**src/rtl/serv_mem_dpath_pkg.sv**
```systemverilog
// Shared encodings for the SERV load/store data path.
package serv_mem_dpath_pkg;

  typedef enum logic [1:0] {
    ST_IDLE  = 2'd0,
    ST_REQ   = 2'd1,
    ST_DRAIN = 2'd2
  } state_t;

  localparam logic [1:0] SZ_BYTE = 2'b00;
  localparam logic [1:0] SZ_HALF = 2'b01;
  localparam logic [1:0] SZ_WORD = 2'b10;

  // Size code 2'b11 behaves as a word, so any size with bit 1 set needs lsb == 0.
  function automatic logic misaligned(input logic [1:0] size, input logic [1:0] lsb);
    return ((size == SZ_HALF) & lsb[0]) | (size[1] & (|lsb));
  endfunction

endpackage

```
**src/rtl/serv_mem_align.sv**
```systemverilog
// Byte-lane logic shared by stores and loads: lane enables, store data
// replication and load alignment with sign/zero extension.
module serv_mem_align
  import serv_mem_dpath_pkg::*;
(
  input  logic [1:0]  size,
  input  logic [1:0]  lsb,
  input  logic        sign_ext,
  input  logic [31:0] wdata,
  input  logic [31:0] rdata,
  output logic [3:0]  sel,
  output logic [31:0] wdata_rep,
  output logic [31:0] rdata_ext
);

  // Narrow the aligned lane down to the access size and fill the upper bits.
  function automatic logic [31:0] extend(input logic [31:0] lane,
                                         input logic [1:0]  sz,
                                         input logic        sgn);
    logic [31:0] res;
    case (sz)
      SZ_BYTE: res = {{24{sgn & lane[7]}}, lane[7:0]};
      SZ_HALF: res = {{16{sgn & lane[15]}}, lane[15:0]};
      default: res = lane;
    endcase
    return res;
  endfunction

  logic [31:0] lane;

  // Lane selection, replication and extension are purely combinational.
  always_comb begin
    sel       = 4'b1111;
    wdata_rep = wdata;
    lane      = rdata >> {lsb, 3'b000};
    case (size)
      SZ_BYTE: begin
        sel       = 4'b0001 << lsb;
        wdata_rep = {4{wdata[7:0]}};
      end
      SZ_HALF: begin
        sel       = lsb[1] ? 4'b1100 : 4'b0011;
        wdata_rep = {2{wdata[15:0]}};
      end
      default: ;
    endcase
    rdata_ext = extend(lane, size, sign_ext);
  end

endmodule

```
**src/rtl/serv_mem_dpath.sv**
```systemverilog
// Load/store data path for the bit-serial SERV core: fills a store word from
// rs2 beats, runs one bus cycle, and streams aligned load data back to rd.
module serv_mem_dpath
  import serv_mem_dpath_pkg::*;
#(
  parameter int BITS_PER_CYCLE = 4,
  // Derived from BITS_PER_CYCLE; not meant to be overridden.
  parameter int LB = $clog2(BITS_PER_CYCLE)
) (
  input  logic                      i_clk,
  input  logic                      i_rst,
  input  logic                      i_en,
  input  logic                      i_cmd,
  input  logic [1:0]                i_size,
  input  logic                      i_signed,
  input  logic [1:0]                i_lsb,
  input  logic                      i_start,
  input  logic [BITS_PER_CYCLE-1:0] i_rs2,
  output logic [BITS_PER_CYCLE-1:0] o_rd,
  output logic                      o_rd_valid,
  output logic                      o_busy,
  output logic                      o_done,
  output logic                      o_misalign,
  output logic                      o_dbus_cyc,
  output logic                      o_dbus_we,
  output logic [3:0]                o_dbus_sel,
  output logic [31:0]               o_dbus_dat,
  input  logic [31:0]               i_dbus_rdt,
  input  logic                      i_dbus_ack
);

  localparam int W  = BITS_PER_CYCLE;
  localparam int CW = 5 - LB;

  state_t         state;
  state_t         state_nxt;
  logic [CW-1:0]  cnt;
  logic [31:0]    data;
  logic           done;
  logic [3:0]     sel;
  logic [31:0]    wdata_rep;
  logic [31:0]    rdata_ext;

  logic in_req;
  logic in_drain;
  logic last_beat;

  assign in_req    = (state == ST_REQ);
  assign in_drain  = (state == ST_DRAIN);
  assign last_beat = &cnt;

  serv_mem_align u_align (
    .size      (i_size),
    .lsb       (i_lsb),
    .sign_ext  (i_signed),
    .wdata     (data),
    .rdata     (i_dbus_rdt),
    .sel       (sel),
    .wdata_rep (wdata_rep),
    .rdata_ext (rdata_ext)
  );

  // State register.
  always_ff @(posedge i_clk) begin
    if (i_rst) state <= ST_IDLE;
    else       state <= state_nxt;
  end

  // Next-state: a misaligned start never leaves IDLE; acks outside REQ fall through.
  always_comb begin
    state_nxt = state;
    case (state)
      ST_IDLE:  if (i_start & ~o_misalign) state_nxt = ST_REQ;
      ST_REQ:   if (i_dbus_ack) state_nxt = i_cmd ? ST_IDLE : ST_DRAIN;
      ST_DRAIN: if (i_en & last_beat) state_nxt = ST_IDLE;
      default:  state_nxt = ST_IDLE;
    endcase
  end

  // Completion pulse, one cycle after the store ack or the final load beat.
  always_ff @(posedge i_clk) begin
    if (i_rst) done <= 1'b0;
    else       done <= (in_req & i_dbus_ack & i_cmd) | (in_drain & i_en & last_beat);
  end

  // Data register doubles as store collector and load shifter; the beat counter wraps on the last beat.
  always_ff @(posedge i_clk) begin
    if (i_rst) begin
      data <= '0;
      cnt  <= '0;
    end else begin
      case (state)
        ST_IDLE:  if (i_en & i_cmd) data <= {i_rs2, data[31:W]};
        ST_REQ:   if (i_dbus_ack & ~i_cmd) data <= rdata_ext;
        ST_DRAIN: if (i_en) begin
          data <= {{W{1'b0}}, data[31:W]};
          cnt  <= cnt + 1'b1;
        end
        default: ;
      endcase
    end
  end

  assign o_done     = done;
  assign o_busy     = (state != ST_IDLE);
  assign o_misalign = misaligned(i_size, i_lsb);
  assign o_dbus_cyc = in_req;
  assign o_dbus_we  = in_req & i_cmd;
  assign o_dbus_sel = in_req ? sel : 4'b0000;
  assign o_dbus_dat = in_req ? wdata_rep : 32'h0;
  assign o_rd_valid = in_drain & i_en;
  assign o_rd       = o_rd_valid ? data[W-1:0] : '0;

endmodule

```
**config.mk**
```make
export PLATFORM = sky130hd
export DESIGN_NAME = serv_mem_dpath
export DESIGN_NICKNAME = d
export VERILOG_FILES = /design/src/rtl/serv_mem_dpath_pkg.sv /design/src/rtl/serv_mem_align.sv /design/src/rtl/serv_mem_dpath.sv
export SDC_FILE = /design/constraint.sdc
export NUM_CORES = 1
export LEC_CHECK = 0
export CORE_UTILIZATION = 36
export DETAILED_ROUTE_END_ITERATION = 8
export PLACE_DENSITY = 0.77
export SETUP_SLACK_MARGIN = 0.1
export SLEW_MARGIN = 20
export SYNTH_ARGS = -nofsm -noshare
export SYNTH_HDL_FRONTEND = slang
export SYNTH_SLANG_ARGS = --single-unit
```
**constraint.sdc**
```tcl
create_clock -name i_clk -period 1.8 [get_ports i_clk]
set_input_delay 0.36 -clock i_clk [delete_from_list [all_inputs] [get_ports i_clk]]
set_output_delay 0.36 -clock i_clk [all_outputs]
set_load 0.01 [all_outputs]
```
* Yosys cells after proc, flatten, opt, wreduce, memory -nomap -nowiden
Index checks and enable logic that the tools add are counted.
W data, S select, Z words.
** Operators by class
- Add/sub/neg operators :: 1
- Eq/ne operators :: 9
- Shifts and indexed selects :: 2
- Mux-type cells :: 16
- Bitwise logic cells :: 17
- Reductions and logical operators :: 9
** Operators with widths (number)
- $mux W32 :: 4
- $pmux W32 S2 :: 2
- $pmux W32 S3 :: 1
- $shr A32 B5 Y32 :: 1
- $and A1 B1 Y1 :: 13
- $mux W4 :: 3
- $mux W2 :: 4
- $ne A2 B2 Y1 const B :: 4
- $pmux W4 S2 :: 1
- $pmux W2 S3 :: 1
- $reduce_and A3 Y1 :: 2
- $eq A2 B1 Y1 const B :: 2
- $logic_not A2 Y1 :: 2
- $ne A2 B1 Y1 const B :: 2
- $reduce_and A4 Y1 :: 1
- $shl A1 B2 Y4 const A :: 1
- $add A3 B1 Y3 const B :: 1
- $reduce_bool A3 Y1 :: 1
- $eq A2 B2 Y1 const B :: 1
- $not A1 Y1 :: 2
- $or A1 B1 Y1 :: 2
- $reduce_and A2 Y1 :: 1
- $reduce_bool A2 Y1 :: 1
- $reduce_or A2 Y1 :: 1
** Word-level totals
- Register bits after elaboration :: 38
- Bits of input ports :: 47
- Output and inout bits :: 46
- Logic and storage cells :: 58

* Longest topological paths before layout
- Depth after elaboration :: 7
- Mapped depth :: 8
- Gate-level depth less buffers :: 6

* Cells and area by module
From an unflattened synthesis, not the netlist that was laid out.
** Second synthesis, totals
- Cells, all modules :: 434
- Area total of the unflattened synthesis :: 3606.0 um2
** Modules (own cells, without submodules)
- serv_mem_dpath :: instances 1, cells an instance 250, area each 2332.2 um2, seq. area each 760.7 um2
- serv_mem_align :: instances 1, cells an instance 184, area each 1273.7 um2, seq. area each 0.0 um2

* Worst setup path before layout
No wires, ideal clock.
- Path kind :: register to register
- Start :: register state[0]
- End :: register data[22]
- Setup time :: 0.134 ns
- Arrival :: 1.830 ns
- Data required time :: 1.666 ns
- Path slack :: -0.164 ns
- Cell stages (with the launch flop) :: 9
- Path buffers :: 2
- Period minus slack after synthesis :: 1.964 ns
- Cell sequence :: dfxtp_1 > inv_1 > ha_1 > nor2b_1 > a2111o_1 > buf_4 > a41oi_4 > buf_6 > a211oi_1
** Between the ends
- Cells in the longest elaborated chain, start to end :: 3
- Elaborated cells between the ends (all ways) :: 9
- Classes of those cells :: eq/ne (5); mux (1); reduce/logical (3)
** Ends and longest elaborated chain
- start, declared :: RTL line serv_mem_dpath.sv:35 : state_t state;
- start signal, assigned :: RTL line serv_mem_dpath.sv:66 : else state <= state_nxt;
- $eq A2 B1 Y1 (tied with other cells) :: RTL line serv_mem_dpath.sv:92 : case (state)
- $ne A2 B1 Y1 (no source line) (tied with other cells)
- $reduce_and A4 Y1 (no source line)
- end signal, assigned :: RTL line serv_mem_dpath.sv:93 : ST_IDLE: if (i_en & i_cmd) data <= {i_rs2, data[31:W]};
- end signal, assigned :: RTL line serv_mem_dpath.sv:94 : ST_REQ: if (i_dbus_ack & ~i_cmd) data <= rdata_ext;
- end signal, assigned :: RTL line serv_mem_dpath.sv:96 : data <= {{W{1'b0}}, data[31:W]};
- end, declared :: RTL line serv_mem_dpath.sv:38 : logic [31:0] data;
Several ways; a longest one is shown, not always the timed one.
A chain may end at the register's enable or synchronous reset.

* Worst setup path in the final report
- Start :: register state[0]
- End :: register data[9]
The elaborated chain is that of the path after synthesis.

==> flow_summary.ini <==
[status]
outcome = finished, violations left
violations = setup timing

[setup_path]
rr_startpoint = state[0]
reg2regPathDepth = 9
cp_common_cell = buf_6
crit_path_max_fanout = 17
cp-end-kind = register
slowest_delay_ns = 0.35
crit_chain = buf_6, inv_6, ha_4, nor2b_4, a2111o_1, buf_6, nor2_4, buf_12, a2111oi_2
worstReg2RegEnd = data[9]
critical_path_required_ns = 2.00
crit_family = buffers and inverters
worstSetupStartpointType = register
cp.arrival_ns = 2.16
cp.buffers_inverters = 4
reg2reg_setup_slack_ns = -0.16
setup.worst_path.class = register to register
slowest_stage = dfxtp_2

[clocking]
clock-sinks = 38
cts_tree = done
cts_root_buf = clkbuf_8
clk_transition_reported_paths_ns = 0.09
cts_buffers = 5
h-tree-depth = 2
ctsHoldBuffers = 0
clk_latency_ns = 0.30
cts_buffer_depth = 2

[synth]
synth.top_cell.area_share_pct = 25.0
synthTopCellsByArea = dfxtp_1, mux2i_1, nor2_1
ys_seq_area_share_pct = 25.0
ys.flop_type = dfxtp_1
ys_warn_count = 0
synth_top_cell_by_area = dfxtp_1
syn-num-nets = 427
synth_edf_count = 0
netlist_area_um2 = 3050
ys_ff_latch = 38
synthCells = 374
ys_async_sr_fraction_pct = 0
synth_area_per_cell_um2 = 8.14
ys_types = 48

[routing]
drcViolationCount = 0
wl_per_cell_um = 21.1
wl_um = 13600
ant_nets = 0
drtIter0Drc = 526
vias_per_cell = 6.12
route.vias.total = 3930
drt-pass1-iter-count = 6

[power]
p_int_w = 0.00324
power_frac_clock_pct = 17.3
peakVddDrop_mv = 0.550
p_sw_w = 0.00226
p_total_w = 0.00549
leakage_nw = 2.35
p_comb_share_pct = 57.5
switching_share_pct = 41.0
p_per_area_nw_per_um2 = 1050
pwr-share-seq_pct = 25.1

[sta]
setup_viol = 42
tightest_slew_ns = 0.437
fin_crit_sh_pct = 109
hold_violations = 0
slew_headroom_pct = 70.8
finClkSkew_ns = 0.00275
rsz0062_at_grt = yes
fin_crit_ns = 1.96
final_max_slew_viol_count = 0
setup_tns_ns = -3.86
setup_ws_ns = -0.165
fmax_mhz = 509
worst_hold_slack_ns = 0.474

[hold_path]
hold_end = cnt[1]
worstHoldStart = cnt[1]
min_path_type = register to register
holdPathStages = 2

[global_route]
grt_pass1_wl_um = 19900
gr-total-overflow = 0
antenna_found_initial = 0
gr-usage-all-layers_pct = 29.7
grt_pass1_vias = 3749
grt_max_degree = 30

[floorplanning]
io_pins = 93
die-area_um2 = 8830
die_w_um = 94.0
std_cell_rows = 33
core_area_um2 = 8220
initial_utilization_pct = 37.1
die_y_um = 94.0

[finish]
drive_above_1_share_pct = 41.9
final_cell_mix = buf_4, mux2i_1, buf_6
nFillCells = 618
multiInputGateArea_um2 = 2410
syn2layout_area_growth_pct = 71.8
nets = 589
final_util_pct = 63.7
mostFrequentLayoutCell = buf_4
num_antenna_cells = 0
seqCellArea_um2 = 763

[placed_design]
port_buffers = 92
gp_congestion = 0.941
pre_cts_slack_ns = -0.691
place_hpwl_um = 9010

[run]
maxCapViolCount = 0
synth_stat cells, drive strengths merged (2+ instances only):
library cell / instances
inv: 6
nor2: 50
a21boi: 6
nand2: 28
a221oi: 8
mux2i: 47
and3: 5
ha: 6
a211oi: 23
o21ai: 8
clkbuf: 15
a2111oi: 8
nand4b: 2
o2bb2ai: 7
nand3b: 3
xnor2: 2
a21oi: 20
nor3: 8
o211a: 8
buf: 19
dfxtp: 38
and2: 11
nand2b: 5
or2: 2
nor2b: 17
a22oi: 11
repair_timing:
item                       4_1_cts  5_1_grt
pin swaps                       12        9
buffers inserted                11        6
setup endpoints to repair       79       75
gates resized for setup        258       49
cloned                           1        1
power by group through the flow:
stage	sequential, W	clock, W	combinational [W]
after floorplan	0.00123	0	0.00136
after global placement	0.00135	0	0.00236
after detailed placement	0.00134	0	0.00242
after CTS	0.00134	0.000935	0.00268
after global routing	0.00139	0.000966	0.00334
final	0.00138	0.000952	0.00316
worst reg2reg max path: cells and delay by family, from the launching register on:
family,cells,cell delay [ns]
buf+inv,4,0.58
compound gates,2,0.47
flops,1,0.35
simple gates,2,0.28
fa+ha+maj,1,0.18
flip-flops by register name, indices dropped and copies added (netlist names):
register / flops
cnt: 3
o_done: 1
data: 32
state: 2
per-layer routing:
metal  share of wire, %  wire length (µm)  global-route usage, %
met5                  0                 0                      0
met2                 45              6130                   46.0
met3                 11              1520                   8.09
met1                 38              5180                   37.4
met4                5.5               743                   15.5
cells by family after synthesis:
| kind of cell | count (synthesis) | share of synthesized area [%] |
|---|---|---|
| adder cells (fa/ha/maj) | 6 | 2.47 |
| XOR/XNOR | 2 | 0.575 |
| flip-flops | 38 | 25.0 |
| AND/OR/NAND/NOR | 132 | 21.2 |
| AO/OA/AOI/OAI | 106 | 27.9 |
| multiplexers | 49 | 16.6 |
| buffers and inverters | 41 | 6.29 |
stage by stage:
step | cells | instance area, µm²
final | 642 | 5230
after global placement | 616 | 4640
after global routing | 642 | 5230
after CTS | 636 | 4910
after detailed placement | 616 | 4640
after floorplan | 374 | 3110
how the worst max path moves through the flow:
stage	startpoint	endpoint	slack, ns	cells after the start
final	state[0]	data[9]	-0.16	9
after global placement	i_size[0]	o_dbus_sel[0]	-0.64	6
after global routing	state[1]	data[20]	-0.21	10
after detailed placement	i_size[1]	o_dbus_dat[12]	-0.69	5
after CTS	state[0]	data[30]	-0.12	9
after floorplan	state[0]	data[22]	0.04	8
layout make-up:
type	count	share of cell area [%]
Multi-Input combinational cell	295	46.1
Inverter	7	0.646
Clock inverter	2	1.15
Sequential cell	38	14.6
Tap cell	105	2.51
Clock buffer	6	1.58
Timing Repair Buffer	189	33.4
Power figures use the tool's default switching activity.
